File: src/rtl/tictactoe_pkg.sv
`default_nettype none
// +----------------------------------------------------------------------+
// | tictactoe_pkg: shared types and constants for the 3x3 board/referee  |
// | Revision: 1.0                                                        |
// +----------------------------------------------------------------------+
package tictactoe_pkg;

  localparam int NUM_CELLS  = 9;
  localparam int NUM_LINES  = 8;
  localparam int LINE_IDX_W = $clog2(NUM_LINES);

  localparam logic [3:0]            NOP_ADDR  = 4'b1111;
  localparam logic [3:0]            LAST_CELL = 4'(NUM_CELLS - 1);
  localparam logic [LINE_IDX_W-1:0] LAST_LINE = LINE_IDX_W'(NUM_LINES - 1);

  typedef enum logic [1:0] {
    CELL_EMPTY = 2'b00,
    CELL_X     = 2'b10,
    CELL_O     = 2'b11
  } cellStateType;

  localparam logic [1:0] WIN_P1 = 2'b11;
  localparam logic [1:0] WIN_P2 = 2'b10;
  localparam logic [1:0] TIE    = 2'b01;
  localparam logic [1:0] NO_WIN = 2'b00;

  typedef enum logic [1:0] {
    ST_IDLE = 2'd0,
    ST_SCAN = 2'd1,
    ST_DONE = 2'd2
  } board_state_t;

  // Scan order: rows, then columns, then the two diagonals.
  localparam logic [3:0] LINE_TABLE [NUM_LINES][3] = '{
    '{4'd0, 4'd1, 4'd2},
    '{4'd3, 4'd4, 4'd5},
    '{4'd6, 4'd7, 4'd8},
    '{4'd0, 4'd3, 4'd6},
    '{4'd1, 4'd4, 4'd7},
    '{4'd2, 4'd5, 4'd8},
    '{4'd0, 4'd4, 4'd8},
    '{4'd2, 4'd4, 4'd6}
  };

endpackage
`default_nettype wire

File: src/rtl/game_board_if.sv
`default_nettype none
// +----------------------------------------------------------------------+
// | game_board_if: controller <-> board write/status bundle              |
// | Revision: 1.0                                                        |
// +----------------------------------------------------------------------+
interface game_board_if;
  import tictactoe_pkg::*;

  logic [3:0]             addr;
  logic [1:0]             cellState;
  logic [2*NUM_CELLS-1:0] gBoard;
  logic                   gameIsDone;
  logic [1:0]             winner;
  logic                   busy;
  logic                   writeRejected;

  modport master (
    output addr, cellState,
    input  gBoard, gameIsDone, winner, busy, writeRejected
  );

  modport slave (
    input  addr, cellState,
    output gBoard, gameIsDone, winner, busy, writeRejected
  );

endinterface
`default_nettype wire

File: src/rtl/win_line_check.sv
`default_nettype none
// +----------------------------------------------------------------------+
// | win_line_check: flags three equal, occupied cells and their value    |
// | Revision: 1.0                                                        |
// +----------------------------------------------------------------------+
module win_line_check
  import tictactoe_pkg::*;
(
  input  logic [1:0] i_cell_a,
  input  logic [1:0] i_cell_b,
  input  logic [1:0] i_cell_c,
  output logic       o_hit,
  output logic [1:0] o_value
);

  assign o_hit   = (i_cell_a != CELL_EMPTY) && (i_cell_a == i_cell_b) && (i_cell_b == i_cell_c);
  assign o_value = o_hit ? i_cell_a : NO_WIN;

endmodule
`default_nettype wire

File: src/rtl/game_board.sv
`default_nettype none
// +----------------------------------------------------------------------+
// | game_board: 3x3 board memory plus sequential win/tie referee         |
// | Revision: 1.0                                                        |
// +----------------------------------------------------------------------+
module game_board
  import tictactoe_pkg::*;
(
  input  logic          ph1,
  input  logic          ph2,
  input  logic          reset,
  game_board_if.slave   bus
);

  logic [NUM_CELLS-1:0][1:0] r_board, w_board_nxt;
  board_state_t              r_state, w_state_nxt;
  logic [LINE_IDX_W-1:0]     r_line, w_line_nxt;
  logic                      r_done, w_done_nxt;
  logic [1:0]                r_winner, w_winner_nxt;
  logic                      r_rej, w_rej_nxt;

  logic       w_attempt, w_addr_ok, w_accept, w_full, w_hit;
  logic [1:0] w_target, w_hit_val;
  logic       w_unused_ph2;

  // The shared two-phase flop launches on ph1; ph2 carries no extra state here.
  assign w_unused_ph2 = ph2;

  assign w_attempt = (bus.addr != NOP_ADDR) && (bus.cellState != CELL_EMPTY);
  assign w_addr_ok = (bus.addr <= LAST_CELL);
  assign w_target  = w_addr_ok ? r_board[bus.addr] : CELL_EMPTY;
  assign w_accept  = w_attempt && w_addr_ok && (w_target == CELL_EMPTY) && (r_state == ST_IDLE);

  always_comb begin
    w_full = 1'b1;
    for (int i = 0; i < NUM_CELLS; i++) begin
      if (r_board[i] == CELL_EMPTY) w_full = 1'b0;
    end
  end

  win_line_check u_line_check (
    .i_cell_a (r_board[LINE_TABLE[r_line][0]]),
    .i_cell_b (r_board[LINE_TABLE[r_line][1]]),
    .i_cell_c (r_board[LINE_TABLE[r_line][2]]),
    .o_hit    (w_hit),
    .o_value  (w_hit_val)
  );

  always_comb begin
    w_state_nxt  = r_state;
    w_board_nxt  = r_board;
    w_line_nxt   = r_line;
    w_done_nxt   = r_done;
    w_winner_nxt = r_winner;
    w_rej_nxt    = w_attempt && !w_accept;
    case (r_state)
      ST_IDLE: begin
        if (w_accept) begin
          w_board_nxt[bus.addr] = bus.cellState;
          w_line_nxt            = '0;
          w_state_nxt           = ST_SCAN;
        end
      end
      ST_SCAN: begin
        if (w_hit) begin
          w_winner_nxt = w_hit_val;
          w_done_nxt   = 1'b1;
          w_state_nxt  = ST_DONE;
        end else if (r_line == LAST_LINE) begin
          w_line_nxt = '0;
          if (w_full) begin
            w_winner_nxt = TIE;
            w_done_nxt   = 1'b1;
            w_state_nxt  = ST_DONE;
          end else begin
            w_state_nxt = ST_IDLE;
          end
        end else begin
          w_line_nxt = r_line + LINE_IDX_W'(1);
        end
      end
      ST_DONE: ;
      default: w_state_nxt = ST_IDLE;
    endcase
  end

  always_ff @(posedge ph1) begin
    if (reset) begin
      r_board  <= '0;
      r_state  <= ST_IDLE;
      r_line   <= '0;
      r_done   <= 1'b0;
      r_winner <= NO_WIN;
      r_rej    <= 1'b0;
    end else begin
      r_board  <= w_board_nxt;
      r_state  <= w_state_nxt;
      r_line   <= w_line_nxt;
      r_done   <= w_done_nxt;
      r_winner <= w_winner_nxt;
      r_rej    <= w_rej_nxt;
    end
  end

  assign bus.gBoard        = r_board;
  assign bus.gameIsDone    = r_done;
  assign bus.winner        = r_winner;
  assign bus.busy          = (r_state == ST_SCAN);
  assign bus.writeRejected = r_rej;

endmodule
`default_nettype wire
File: src/flat_wrapper.sv
// flat-port wrapper written by rule: the top's interface ports become plain ports
module game_board_flat import tictactoe_pkg::*;
  (ph1, ph2, reset, bus_addr, bus_cellState, bus_gBoard, bus_gameIsDone, bus_winner, bus_busy, bus_writeRejected);
  game_board_if bus_i ();
  input  logic ph1;
  input  logic ph2;
  input  logic reset;
  input wire logic [$bits(bus_i.addr)-1:0] bus_addr;
  input wire logic [$bits(bus_i.cellState)-1:0] bus_cellState;
  output wire logic [$bits(bus_i.gBoard)-1:0] bus_gBoard;
  output wire logic [$bits(bus_i.gameIsDone)-1:0] bus_gameIsDone;
  output wire logic [$bits(bus_i.winner)-1:0] bus_winner;
  output wire logic [$bits(bus_i.busy)-1:0] bus_busy;
  output wire logic [$bits(bus_i.writeRejected)-1:0] bus_writeRejected;
  assign bus_i.addr = bus_addr;
  assign bus_i.cellState = bus_cellState;
  assign bus_gBoard = bus_i.gBoard;
  assign bus_gameIsDone = bus_i.gameIsDone;
  assign bus_winner = bus_i.winner;
  assign bus_busy = bus_i.busy;
  assign bus_writeRejected = bus_i.writeRejected;
  game_board u_core (.ph1(ph1), .ph2(ph2), .reset(reset), .bus(bus_i));
endmodule
File: config.mk
export PLATFORM = sky130hd
export DESIGN_NAME = game_board_flat
export DESIGN_NICKNAME = d
export VERILOG_FILES = /design/src/rtl/tictactoe_pkg.sv /design/src/rtl/game_board_if.sv /design/src/rtl/win_line_check.sv /design/src/rtl/game_board.sv /design/src/flat_wrapper.sv
export SDC_FILE = /design/constraint.sdc
export NUM_CORES = 1
export LEC_CHECK = 0
export CAP_MARGIN = 25
export CORE_MARGIN = 8
export CORE_UTILIZATION = 53
export DETAILED_ROUTE_END_ITERATION = 8
export PLACE_DENSITY = 0.8
export RECOVER_POWER = 100
export SYNTH_ARGS = -nofsm -noshare
export SYNTH_HDL_FRONTEND = slang
export SYNTH_SLANG_ARGS = --single-unit
File: constraint.sdc
create_clock -name ph1 -period 3.45 [get_ports ph1]
set_input_delay 0.345 -clock ph1 [delete_from_list [all_inputs] [get_ports ph1]]
set_output_delay 0.345 -clock ph1 [all_outputs]
set_load 0.005 [all_outputs]
; After elaboration in Yosys (flattened, before gate mapping)
; Memories as Yosys holds them, arrays and structs flattened.
; Index checks and enable logic that the tools add are counted.
[op_classes]
n_addsub = 1
order_cmp = 7
eq_ne = 9
mux = 38
bitwise = 2
n_reduce_logical = 29
[op_table]
columns = op, n
row1 = $bmux 2 s4, 4
row2 = $mux 2, 13
row3 = $mux 12, 2
row4 = $logic_not 2->1, 11
row5 = $lt 4x5->1 const B, 4
row6 = $bwmux 18, 1
row7 = $mux 1, 12
row8 = $reduce_bool 2->1, 5
row9 = $mux 3, 3
row10 = $reduce_and 3->1, 3
row11 = $demux 2 s4, 1
row12 = $logic_and 1x1->1, 8
row13 = $pmux 2 s3, 1
row14 = $pmux 3 s2, 1
row15 = $eq 2x2->1, 2
row16 = $ge 4x1->1 const B, 1
row17 = $ge 4x4->1 const B, 1
row18 = $le 4x4->1 const B, 1
row19 = $ne 4x4->1 const B, 1
row20 = $not 3->4, 1
row21 = $add 3x1->3 const B, 1
row22 = $eq 3x3->1 const B, 1
row23 = $ne 3x1->1 const B, 1
row24 = $eq 2x1->1 const B, 1
row25 = 6 further kinds, 6
[word_totals]
regBits = 27
rom_bits = 96
inputBits = 9
output_inout_bits = 23
wordCells = 101
mem_count = 1
[memory_table]
columns = memory, words, width, read_ports, rd_ports_with_merged_regs, wr, line
row1 = (name not given), 8, 12, 1, 0, 0, game_board.sv:42  ; .i_cell_a (r_board[LINE_TABLE[r_line][0]]),

; Longest topological paths before layout
[depth]
ltp_word = 14
mapped_depth = 11
depth_no_buf = 10

; Hierarchy
; From an unflattened synthesis, not the netlist that was laid out.
[hier_totals]
cells_unflattened = 199
hier_area_um2 = 1830.5
[modules_own_cells]
columns = module, instances, cells_per_inst, area_each_um2, seq_area_each_um2
row1 = game_board, 1, 192, 1786.7, 540.5
row2 = win_line_check, 1, 7, 43.8, 0.0

; Least setup slack after synthesis
; No wires, ideal clock.
[synth_path]
path_kind = register to register
from = register u_core.r_line[1]
to = register u_core.r_line[1]
setup_time_ps = 72
arrival_ps = 3017
t_required_ps = 3378
path_slack_ps = 361
stages_incl_launch_ff = 10
path_buffers = 0
period_less_slack_ps = 3089
cell_sequence = dfxtp_1 inv_1 ha_1 mux2i_4 mux2i_1 mux4_2 or4_4 a2111oi_4 o21a_2 mux2i_1
[synth_between]
elab_chain_cells = 11
word_cells_on_any_way = 22
cone_classes = add/sub: 1 / eq/ne: 4 / mux: 11 / bitwise: 1 / reduce/logical: 4 / memory: 1
[synth_rtl]
columns = element, line
row1 = from (decl), game_board.sv:17  ; logic [LINE_IDX_W-1:0] r_line, w_line_nxt;
row2 = from (signal assigned), game_board.sv:98  ; r_line <= w_line_nxt;
row3 = $not 3->4 (not written as such), "game_board.sv:42, game_board.sv:43, game_board.sv:44"
row4 = $mem_v2 8x12, -
row5 = $mux 12 (not written as such) (2 in a row), game_board.sv:43  ; .i_cell_b (r_board[LINE_TABLE[r_line][1]]),
row6 = "$bmux 2 s4, on equally long branches", "game_board.sv:42, game_board.sv:43"
row7 = "$mux 2, on equally long branches", "game_board.sv:42, game_board.sv:43"
row8 = $eq 2x2->1 / $reduce_bool 2->1 (equally long branches), win_line_check.sv:16  ; assign o_hit = (i_cell_a != CELL_EMPTY) && (i_cell_a == i_cell_b) && (i_cell_b == i_cell_c);
row9 = $logic_and 1x1->1 (2 in a row), win_line_check.sv:16
row10 = $ne 2x2->1 (no line), -
row11 = $reduce_and 3->1 (no line), -
; Several ways; a longest one is shown, not always the timed one. The select of a mux whose other input is x is not followed.
; A chain may end at the register's enable or synchronous reset.

; Final worst setup path
[layout_path]
from = register u_core.r_line[1]
to = register u_core.r_line[0]
; Same word-level chain as after synthesis.

==> impl_metrics.csv <==
group,metric,value,unit
outcome,status,"finished clean",
global_routing,overflow,0,
setup_path,path_buf_inv,2,
route,detail_route.wl_per_cell,16.64,microns
cts,ctsLongestPathBuffers,2,
placement,gp_congestion,0.9019,
final_layout,drive_above_1_share,11.57,%
sta,fin_setup_tns,0,ps
setup_path,reg2reg_to,"u_core.r_line[0]",
cts,clock-sinks,27,
final_layout,areaGrowthSynthToFinish,22.61,%
global_routing,grt_pass1_vias,1685,
final_layout,fillers,285,
floorplanning,die_area,5567,sq um
synthesis,synth-compound-area-share,18.83,%
sta,period_minus_slack,3283,ps
setup_path,worstPathArrival,3520,ps
final_layout,nets,259,
sta,clock.fmax,304.6,MHz
final_layout,regArea,540.5,sq um
pwr,vdd_drop_max,0.0001774,V
setup_path,r2r-start,"u_core.r_line[1]",
setup_path,required,3690,ps
route,dr.first_iter.drc_count,118,
sta,tightestPinTransition,626.4,ps
synthesis,avgSynthCellArea,8.837,sq um
pwr,p_leak,0.9198,nW
flow_run,drv_cap,0,
route,firstDrtPassIters,5,
hold_path,hold_path_depth,1,
global_routing,grt_pass1_wl,7948,microns
final_layout,stdcell_area,2232,sq um
synthesis,synth-adder-area-share,4.811,%
placement,placement.cell_area,2211,sq um
synthesis,synth_flop_cell,"dfxtp_1",
synthesis,muxShareOfSynthArea,21.65,%
cts,root_buffer,"clkbuf_4",
pwr,p_per_area,266.8,nW/um^2
setup_path,path_class,"reg -> reg",
sta,finalClockSkew,13.71,ps
cts,cts_tree,"done",
placement,numPortBuffers,30,
synthesis,synth_top_family_by_area,"multiplexers",
sta,timing.slew.headroom,57.16,%
synthesis,synth_enable_flop_cells,0,
synthesis,syn-num-nets,222,
sta,drv_slew,0,
synthesis,synth_largest_area_cell,"dfxtp_1",
global_routing,antenna_found_initial,0,
setup_path,reg2regPathDepth,10,
setup_path,slowest_stage,"mux4_2",
global_routing,grt_start_max_net_pins,28,
hold_path,worstHoldStart,"u_core.bus.gameIsDone",
hold_path,holdCritPathClass,"reg -> reg",
sta,period_share,95.16,%
floorplanning,die-height,74.61,microns
final_layout,multi_input_area,1205,sq um
route,drcViolationCount,0,
synthesis,synth-xor-area-share,0,%
synthesis,ys_seq_area_share,29.69,%
setup_path,cp_cell_sequence,"inv_1 -> ha_1 -> mux2i_4 -> mux2i_1 -> mux4_2 -> or4_4 -> a2111oi_2 -> clkbuf_2 -> nor2_1 -> a32o_1",
sta,grt_setup_unrepaired,"no",
placement,hpwl,3682,microns
floorplanning,pin_count,32,
synthesis,synthTopCellsByArea,"dfxtp_1, mux2i_1, nor2_1, mux4_2, a21oi_1",
sta,hold_viol_final,0,
floorplanning,die_w,74.61,microns
setup_path,path_max_fanout,8,
synthesis,synthArstFlopShare,0,%
setup_path,critPathTopFamily,"multiplexers",
floorplanning,fp.coreArea,3311,sq um
route,vias_per_cell,6.101,
synthesis,synth_simple_gate_area_share,21.24,%
cts,clkTransAtPathRegs,150,ps
setup_path,slowest_delay,520,ps
synthesis,ys_warn_count,0,
synthesis,synth_seq_cells,27,
synthesis,synthesis.area,1820,sq um
setup_path,start_kind,"flop",
setup_path,setup.worst_path.end_class,"flop",
route,num_vias,1757,
synthesis,synth_top_area_share,29.69,%
synthesis,synth_cell_types,46,
hold_path,min_to,"u_core.bus.gameIsDone",
cts,insertion_delay,330,ps
global_routing,track_usage,18.18,%
final_layout,diodes,0,
cts,cts_max_level,1,
cts,hold_buffers,0,
cts,numCtsBuffers,3,
sta,final-setup-viol-count,0,
synthesis,synthCells,206,
route,finalWirelength,4792,microns
floorplanning,initial_core_util,54.99,%
setup_path,reg2reg_slack,170,ps
floorplanning,rows,21,
route,ant_nets,0,
## cell usage after synthesis (all sizes together), types with 2 or more instances
library cell  count
a21oi            21
nor4              2
a2111oi           2
nand2b            2
nand3             4
nor3              5
inv               7
buf               3
nor2b             5
nor4b             3
and4b             2
mux4              6
dfxtp            27
clkbuf            6
a41oi             2
a21o              2
nor2             38
mux2              2
ha                7
o21ai             8
o211ai            5
mux2i            22
a211oi            2
nand2             5
o31a              2
and4bb            2
## area by class of cell
class                   count  area share [%]
flip-flops and latches     27           24.22
inverters                   7           1.177
repair buffers             41           16.87
well taps                  46           2.578
clock buffers               4           1.177
multi-input cells         163           53.98
## what timing repair did
action	in CTS	in global routing
setup buffers	0	1
setup endpoints to repair	0	6
gates resized for setup	0	2
## worst max path at each step
stage / from / to / slack [ps] / cells after the start
global placement: u_core.r_line[0] / u_core.r_line[1] / 340 / 9
floorplan: u_core.r_line[1] / u_core.r_line[1] / 360 / 9
finish: u_core.r_line[1] / u_core.r_line[0] / 170 / 10
CTS: u_core.r_line[0] / u_core.r_line[1] / 180 / 9
global route: u_core.r_line[1] / u_core.r_line[0] / 20 / 10
detailed placement: u_core.r_line[0] / u_core.r_line[1] / 220 / 9
## per-stage QoR
stage / power, mW / hold slack (ps) / utilization, % / cells / worst slack (ps)
4_1_cts: 0.5986 / 520.7 / 67.57 / 287 / 181.0
2_1_floorplan: 0.4179 / 475.7 / - / 206 / 361.1
5_1_grt: 0.6240 / 551.2 / 67.42 / 288 / 18.90
3_5_place_dp: 0.4664 / 500.4 / 66.78 / 283 / 220.5
3_3_place_gp: 0.4650 / 491.8 / 66.78 / 283 / 335.8
6_report: 0.5956 / 521.5 / 67.42 / 288 / 167.0
## logic make-up (layout without fill, tap and decap cells)
family / count (synthesis) / after routing
buffers and inverters: 16 / 52
AO/OA/AOI/OAI: 51 / 51
flip-flops: 27 / 27
adder cells (fa/ha/maj): 7 / 7
multiplexers: 30 / 30
AND/OR/NAND/NOR: 75 / 75
## layout by cell type (no fill, tap or decap), drive strengths merged, types with 3 or more instances in the layout
master / n
mux4: 6
dlygate4sd3: 24
inv: 7
o21ai: 8
nor3: 5
clkbuf: 6
mux2i: 22
nor2b: 5
a21oi: 21
clkdlybuf4s50: 6
nor4b: 3
nand3: 4
ha: 7
nor2: 38
nand2: 5
dfxtp: 27
o211ai: 5
buf: 9
## routing by layer
metal / up-vias / share of wire (%) / global-route usage [%]
met5: - / 0 / 0
met4: 0 / 1.6 / 5.435
met3: 11 / 6.7 / 3.329
met2: 71 / 46 / 29.43
met1: 836 / 46 / 23.86
li1: 839 / - / -
## flip-flops by register name, indices dropped and copies added, names as in the netlist
| register | flops |
|---|---|
| u_core.bus.gBoard | 18 |
| u_core.bus.gameIsDone | 1 |
| u_core.bus.winner | 2 |
| u_core.bus.writeRejected | 1 |
| u_core.r_line | 3 |
| u_core.r_state | 2 |
## power by group
part	leakage, nW	switching (mW)	total [mW]	internal (mW)
clock	0.0150	0.0920	0.137	0.0453
combinational	0.687	0.0716	0.134	0.0626
sequential	0.218	0.00662	0.324	0.317
total	0.920	0.170	0.596	0.425
No activity file was read; power rests on OpenSTA's default activity.
